==> src/rtl/seq_array_mul.sv <==
// -----------------------------------------------------------------------------
// seq_array_mul
//   Iterative WIDTH x WIDTH -> 2*WIDTH multiplier. It uses a radix-2 shift-add
//   datapath and retires one partial-product row per clock. It replaces the
//   fully combinational array multiplier where a WIDTH^2 adder array is too big.
//
//   Handshake (valid/ready style): start is a request that is accepted on a
//   rising edge only while busy=0. Operands a/b are captured on that edge.
//   busy stays high for exactly WIDTH cycles. done is a one-cycle pulse in the
//   first idle cycle, and from that cycle onward mul holds the product. mul is
//   held until the next operation completes or until reset. A start in the
//   same cycle as done is accepted, because the FSM is already idle.
//
//   Optional build macro: SEQ_ARRAY_MUL_SIGNED_EN
//     When undefined (default): unsigned operands and product.
//     When defined: two's complement operands and product. The datapath uses
//     a sign-extended accumulator. In the last row the multiplicand is
//     subtracted when the multiplier MSB is set.
//
//   Ports:
//     clk    in   rising-edge clock
//     rst    in   synchronous active-high reset (aborts any operation)
//     start  in   operation request
//     a      in   multiplicand [WIDTH-1:0]
//     b      in   multiplier   [WIDTH-1:0]
//     busy   out  operation in progress
//     done   out  single-cycle completion pulse
//     mul    out  product [2*WIDTH-1:0]
// -----------------------------------------------------------------------------
module seq_array_mul #(
   parameter int WIDTH = 8
) (
   input  logic                 clk,
   input  logic                 rst,
   input  logic                 start,
   input  logic [WIDTH-1:0]     a,
   input  logic [WIDTH-1:0]     b,
   output logic                 busy,
   output logic                 done,
   output logic [2*WIDTH-1:0]   mul
);

   localparam int CW = $clog2(WIDTH + 1);

   typedef enum logic {
      IDLE = 1'b0,
      RUN  = 1'b1
   } state_t;

   state_t             state;
   state_t             state_nxt;

   logic [WIDTH-1:0]   mcand;
   // prod = {accumulator, multiplier}. The multiplier bits drain out of the
   // bottom while product bits fill in from the top.
   logic [2*WIDTH-1:0] prod;
   logic [CW-1:0]      cnt;

   logic               last;
   logic [WIDTH:0]     sum;
   logic [2*WIDTH-1:0] prod_nxt;

   assign last = (cnt == CW'(1));

   // ---------------- FSM: state register ----------------
   always_ff @(posedge clk) begin
      if (rst) state <= IDLE;
      else     state <= state_nxt;
   end

   // ---------------- FSM: next state ----------------
   always_comb begin
      state_nxt = state;
      case (state)
         IDLE:    if (start) state_nxt = RUN;
         RUN:     if (last)  state_nxt = IDLE;
         default: state_nxt = IDLE;
      endcase
   end

   // ---------------- FSM: outputs ----------------
   always_comb begin
      busy = (state == RUN);
   end

   // ---------------- one shift-add row ----------------
   // sum is one bit wider than the accumulator. In unsigned mode that bit is
   // the carry. In signed mode it is the sign of an exact (WIDTH+1)-bit
   // result. In both modes, shifting {sum, multiplier} right by one gives the
   // next state of prod. The bit that falls off the top of a plain shift is
   // exactly the carry or sign that the arithmetic already placed in sum[WIDTH].
`ifdef SEQ_ARRAY_MUL_SIGNED_EN
   logic [WIDTH:0] acc_x;
   logic [WIDTH:0] mcand_x;

   always_comb begin
      acc_x   = {prod[2*WIDTH-1], prod[2*WIDTH-1:WIDTH]};
      mcand_x = {mcand[WIDTH-1], mcand};
      sum     = acc_x;
      if (prod[0]) begin
         // The multiplier MSB carries weight -2^(WIDTH-1), so its row subtracts.
         if (last) sum = acc_x - mcand_x;
         else      sum = acc_x + mcand_x;
      end
   end
`else
   always_comb begin
      sum = {1'b0, prod[2*WIDTH-1:WIDTH]};
      if (prod[0]) sum = {1'b0, prod[2*WIDTH-1:WIDTH]} + {1'b0, mcand};
   end
`endif

   assign prod_nxt = {sum, prod[WIDTH-1:1]};

   // ---------------- datapath registers ----------------
   always_ff @(posedge clk) begin
      if (rst) begin
         mcand <= '0;
         prod  <= '0;
         cnt   <= '0;
         mul   <= '0;
         done  <= 1'b0;
      end else begin
         done <= 1'b0;
         case (state)
            IDLE: begin
               if (start) begin
                  mcand <= a;
                  prod  <= {{WIDTH{1'b0}}, b};
                  cnt   <= CW'(WIDTH);
               end
            end
            RUN: begin
               prod <= prod_nxt;
               cnt  <= cnt - CW'(1);
               if (last) begin
                  mul  <= prod_nxt;
                  done <= 1'b1;
               end
            end
            default: ;
         endcase
      end
   end

endmodule
==> config.mk <==
export PLATFORM = sky130hd
export DESIGN_NAME = seq_array_mul
export DESIGN_NICKNAME = d
export VERILOG_FILES = /design/src/rtl/seq_array_mul.sv
export SDC_FILE = /design/constraint.sdc
export NUM_CORES = 1
export LEC_CHECK = 0
export CORE_MARGIN = 10
export CORE_UTILIZATION = 33
export CTS_CLUSTER_DIAMETER = 50
export DETAILED_ROUTE_END_ITERATION = 16
export SLEW_MARGIN = 20
export SYNTH_ARGS = -nofsm -noshare
export SYNTH_HDL_FRONTEND = slang
export SYNTH_SLANG_ARGS = --single-unit
==> constraint.sdc <==
create_clock -name clk -period 2.4 [get_ports clk]
set_clock_uncertainty 0.2 [all_clocks]
set_input_delay 0.36 -clock clk [delete_from_list [all_inputs] [get_ports clk]]
set_output_delay 0.36 -clock clk [all_outputs]
set_load 0.05 [all_outputs]
==> results of run 1 <==
[worst max-delay path: cells and delay by family, from the launching register on]
| kind | cells | cell delay [ps] |
|---|---|---|
| AND/OR/NAND/NOR | 1 | 320 |
| AO/OA/AOI/OAI | 3 | 660 |
| flip-flops | 1 | 330 |
| adder cells (fa/ha/maj) | 2 | 690 |
[how the worst max path moves through the flow]
stage / depth (start not counted) / end / start
after floorplan: 6 / mul[15] / mcand[0]
after global placement: 6 / mul[15] / mcand[0]
after detailed placement: 6 / mul[15] / mcand[0]
after CTS: 6 / mul[15] / mcand[0]
after global routing: 6 / mul[15] / prod[8]
final: 6 / mul[15] / mcand[0]
[flip-flops by register name, indices dropped and copies added (netlist names)]
register and count:
busy 1, cnt 4, done 1, mcand 8, mul 16, prod 16
[logic make-up (layout without fill, tap and decap cells)]
| group | Yosys count | in the layout | share of synthesized area (%) |
|---|---|---|---|
| AND/OR/NAND/NOR | 88 | 88 | 18.0 |
| AO/OA/AOI/OAI | 67 | 67 | 20.2 |
| flip-flops | 46 | 46 | 41.1 |
| buffers and inverters | 20 | 61 | 5.19 |
| multiplexers | 19 | 19 | 8.71 |
| adder cells (fa/ha/maj) | 11 | 11 | 6.47 |
| XOR/XNOR | 1 | 1 | 0.391 |
[layer usage]
metal | up-vias | part of all wire [%] | global-route usage [%]
met5 | - | 0 | 0
met4 | 0 | 1.5 | 4.34
met3 | 6 | 5.3 | 2.83
met2 | 36 | 45 | 15.9
met1 | 889 | 49 | 13.3
li1 | 979 | - | -
[power groups by stage]
| stage | logic, mW | clock network (mW) | registers [mW] |
|---|---|---|---|
| final | 0.245 | 0.507 | 0.820 |
| after global routing | 0.273 | 0.546 | 0.825 |
| after CTS | 0.248 | 0.523 | 0.820 |
| after detailed placement | 0.247 | 0 | 0.838 |
| after global placement | 0.245 | 0 | 0.837 |
| after floorplan | 0.152 | 0 | 0.846 |
[placed cells by master, fill, tap and decap left out, types with 3 or more instances in the layout]
master / count
ha_1: 10
nand2_1: 24
nand3_1: 6
clkdlybuf4s50_1: 35
o211ai_1: 3
a211oi_1: 7
nor3_1: 4
dfxtp_1: 46
a21oi_1: 25
clkbuf_8: 6
o21ai_0: 11
mux2i_1: 18
buf_4: 9
nand2b_1: 3
nor2_1: 37
a311oi_1: 3
inv_1: 7
[final cells by class]
cell class                 instances  area [sq um]  share of cell area, %
sequential                        46           921                   32.8
timing repair buffer              46           458                   16.3
clock buffer                       6          82.6                   2.94
inverter                           7          26.3                  0.936
tap                               77          96.3                   3.43
multi-input combinational        186          1210                   43.1
clock inverter                     2          12.5                  0.446
==> flow_metrics.tcl, run 1 <==
set metrics [dict create \
    required_ps 2400 \
    grt_max_degree 41 \
    clkPwrFrac_pct 32.2 \
    internal_power_mw 1.14 \
    antenna_found_initial 0 \
    cts_resized 0 \
    yosys-top-cells-area "dfxtp_1, mux2i_1, nor2_1, a21oi_1, ha_1" \
    start_kind "flip-flop" \
    worstPathMaxFanout 3 \
    die_area_sq_mm 0.0105 \
    place_ws_ps 127 \
    cpPeakStageDelay_ps 450 \
    whs_path_depth 2 \
    timing.final.hold_violations 0 \
    synth_top_area_cell "dfxtp_1" \
    grt_pass1_wl_microns 8750 \
    boundaryPins 37 \
    reg2reg_from "mcand[0]" \
    finalSetupViolations 0 \
    synthesis.nets 282 \
    holdWs_ps 258 \
    overflow 0 \
    stdcell_area_sq_mm 0.00281 \
    syn-cell-area_sq_mm 0.00224 \
    status "finished, final reports clean" \
    num_rows 29 \
    p_leak_nw 1.08 \
    worst_pin_slew_ps 514 \
    layout.nets 322 \
    crit_chain "ha_1 > fa_1 > a211oi_2 > o21ai_0 > or3_1 > a32o_1" \
    min_path_type "flip-flop to flip-flop" \
    die_height_microns 102 \
    n_antenna_cell 0 \
    crit_type "flip-flop to flip-flop" \
    synth-seq-cells 46 \
    htree_levels 2 \
    totalPowerFinal_mw 1.57 \
    first_global_vias 1833 \
    place_hpwl_microns 3920 \
    fin_tns_setup_ps 0 \
    yosysUniqueCellTypes 47 \
    min_to "mul[4]" \
    coreArea_sq_mm 0.00646 \
    p_sw_mw 0.431 \
    async_flop_share_pct 0 \
    worst_slack_ps 83.3 \
    max_slew_margin_pct 65.6 \
    avgSynthCellArea_sq_um 8.90 \
    drive_gt1_share_pct 9.56 \
    wl_per_cell_microns 14.4 \
    ys.flop_type "dfxtp_1" \
    maxCapViolations 0 \
    clk_path_buf_depth 2 \
    min_from "mul[4]" \
    path_clk_slew_ps 90 \
    synth_most_common_cell "dfxtp_1" \
    pwr-share-seq_pct 52.2 \
    fillers 645 \
    rsz0062_at_grt "false" \
    clk-insertion-delay-late_ps 300 \
    gp_congestion 0.779 \
    period_needed_ps 2320 \
    synth_edf_count 0 \
    fin_crit_sh_pct 96.5 \
    fmax_mhz 432 \
    ant_nets 0 \
    yosysTopAreaCellShare_pct 41.1 \
    peakVddDrop_v 0.000306 \
    cp.arrival_ps 2320 \
    cpMaxStageDelayCell "fa_1" \
    cp-end-kind "flip-flop" \
    hold_buffers 0 \
    wl_microns 5310 \
    dieWidth_microns 102 \
    drt_iter0_markers 80 \
    dr.pass1.iters 4 \
    power_frac_comb_pct 15.6 \
    r2r_slack_ps 80 \
    cts_buffers 5 \
    final_core_util_pct 43.5 \
    root_buffer "clkbuf_8" \
    ys_top_cells_by_count "dfxtp_1, nor2_1, a21oi_1" \
    swShare_pct 27.4 \
    viasPerCell 5.16 \
    drv_slew 0 \
    power_density_mw_per_mm2 560 \
    clock-sinks 46 \
    drc 0 \
    via_count 1910 \
    r2r-end "mul[15]" \
    place_inst 362 \
    synth-warning-count 0 \
    area_growth_syn_to_layout_pct 25.2 \
    port_buffers 36 \
    layout.cells.non_filler 370 \
    dpl_cell_area_sq_mm 0.00271 \
    cts_tree "built" \
    seq_area_frac_synth_pct 41.1 \
    synthCells 252 \
    postCtsSetupBuffers 0 \
    grt_usage_pct 10.3 \
    r2r_cells 6 \
    start_util_pct 34.7 \
]
(Power assumes the default switching activity.)
==> run 2: changes to the inputs <==
Settings changed: CELL_PAD_IN_SITES_DETAIL_PLACEMENT set to 1, CELL_PAD_IN_SITES_GLOBAL_PLACEMENT set to 2, CORE_UTILIZATION 33 to 32, PLACE_DENSITY_LB_ADDON set to 0.1.
==> run 2 against run 1 <==
- count of clock-buffer cells in the layout grew 1
- largest power group unchanged
- maximum frequency grew 2.3%
- die area grew 2.5%
- power grew 5.0%
- combinational power grew 4%
- routed wire length grew 13%
- first-iteration DRC count shrank 56%
- sequential share of layout area shrank 0.38 points
- setup slack gained 53 ps
- global-route usage grew 1.1 points
- critical path type unchanged
==> flow_metrics.tcl, run 2 (synthesized netlist as in run 1, its figures left out) <==
set metrics [dict create \
    worstPathBufferInverterCount 0 \
    stdcell_area_sq_mm 0.00284 \
    finalSetupViolations 0 \
    cts_resized 0 \
    maxCapViolations 0 \
    gp_congestion 0.745 \
    area_growth_syn_to_layout_pct 26.7 \
    cp_num_cells 6 \
    period_needed_ps 2260 \
    drv_slew 0 \
    dpl_cell_area_sq_mm 0.00273 \
    dr.pass1.iters 4 \
    boundaryPins 37 \
    grt_usage_pct 11.5 \
    cts_buffers 5 \
    peakVddDrop_v 0.000241 \
    crit_chain "ha_1 > fa_1 > a211oi_2 > o21ai_0 > or3_1 > a32o_1" \
    die_height_microns 104 \
    coreArea_sq_mm 0.00679 \
    required_ps 2400 \
    grt_max_degree 41 \
    crit_type "flip-flop to flip-flop" \
    min_path_type "flip-flop to flip-flop" \
    n_antenna_cell 0 \
    final_cell_mix "dfxtp_1, nor2_1, clkdlybuf4s50_1" \
    port_buffers 36 \
    dieWidth_microns 104 \
    top_regs "mul (16), prod (16), mcand (8)" \
    drc 0 \
    viasPerCell 4.93 \
    power_density_mw_per_mm2 581 \
    layout.nets 320 \
    r2r-end "mul[15]" \
    cp-end-kind "flip-flop" \
    first_global_vias 2039 \
    worstPathMaxFanout 3 \
    path_clk_slew_ps 80 \
    grt_pass1_wl_microns 10400 \
    max_slew_margin_pct 65.6 \
    die_area_sq_mm 0.0108 \
    crit_family "adder cells" \
    fin_tns_setup_ps 0 \
    cp.arrival_ps 2260 \
    mostFrequentLayoutCell "dfxtp_1" \
    fin_crit_sh_pct 94.3 \
    num_rows 30 \
    via_count 1906 \
    hold_buffers 0 \
    timing.final.hold_violations 0 \
    start_kind "flip-flop" \
    drive_gt1_share_pct 8.25 \
    status "finished, final reports clean" \
    reg2reg_from "mcand[0]" \
    place_hpwl_microns 4390 \
    holdWs_ps 254 \
    clock-sinks 46 \
    fillers 792 \
    start_util_pct 33.0 \
    wl_microns 6000 \
    fmax_mhz 442 \
    antenna_found_initial 0 \
    worst_pin_slew_ps 514 \
    clk-insertion-delay-late_ps 300 \
    r2r_slack_ps 140 \
    cpMaxStageDelayCell "fa_1" \
    cpPeakStageDelay_ps 440 \
    htree_levels 2 \
    startpoint "mcand[0]" \
    postCtsSetupBuffers 0 \
    root_buffer "clkbuf_8" \
    crit_end "mul[15]" \
    wl_per_cell_microns 15.5 \
    cts_tree "built" \
    ant_nets 0 \
    r2r_cells 6 \
    p_leak_nw 1.08 \
    clk_path_buf_depth 2 \
    overflow 0 \
    drt_iter0_markers 35 \
    rsz0062_at_grt "false" \
]
-- run 2: layout make-up --
class	instances	area, sq um	share of cell area (%)
Inverter	7	26.3	0.925
Clock buffer	7	76.3	2.69
Multi-Input combinational cell	186	1210	42.6
Timing Repair Buffer	44	455	16.0
Sequential cell	46	921	32.4
Clock inverter	1	30.0	1.06
Tap cell	96	120	4.23
-- run 2: how the worst min path moves through the flow --
stage / from / end / slack (ps) / depth (start not counted)
2_1_floorplan: prod[7] / mul[6] / 240 / 2
3_3_place_gp: mul[10] / mul[10] / 240 / 2
3_5_place_dp: mul[10] / mul[10] / 240 / 2
4_1_cts: mul[4] / mul[4] / 260 / 2
5_1_grt: mul[5] / mul[5] / 280 / 2
6_report: mul[10] / mul[10] / 250 / 2
-- run 2: routing by layer --
| layer | global-route usage (%) | up-vias | share of wire [%] |
|---|---|---|---|
| li1 | - | 974 | - |
| met2 | 18.3 | 27 | 46 |
| met4 | 4.17 | 0 | 1.4 |
| met3 | 2.85 | 9 | 3.6 |
| met5 | 0 | - | 0 |
| met1 | 14.6 | 896 | 49 |
-- run 2: through the flow --
step	power, mW	cells	worst slack [ps]	utilization, %
6_report	1.65	387	136	41.8
4_1_cts	1.67	387	124	41.8
3_5_place_dp	1.10	379	141	40.2
5_1_grt	1.73	387	35.6	41.8
2_1_floorplan	0.998	252	269	-
3_3_place_gp	1.09	379	158	40.2
-- run 2: worst min-delay path: cells and delay by family, from the launching register on --
kind            cells  cell delay [ps]
flops               1              330
compound gates      1               50
simple gates        1               40
-- run 2: power by group --
part,internal (mW),switching [mW],total [mW]
Clock,0.312,0.264,0.576
Sequential,0.794,0.0252,0.819
Combinational,0.116,0.139,0.255
Total,1.22,0.429,1.65
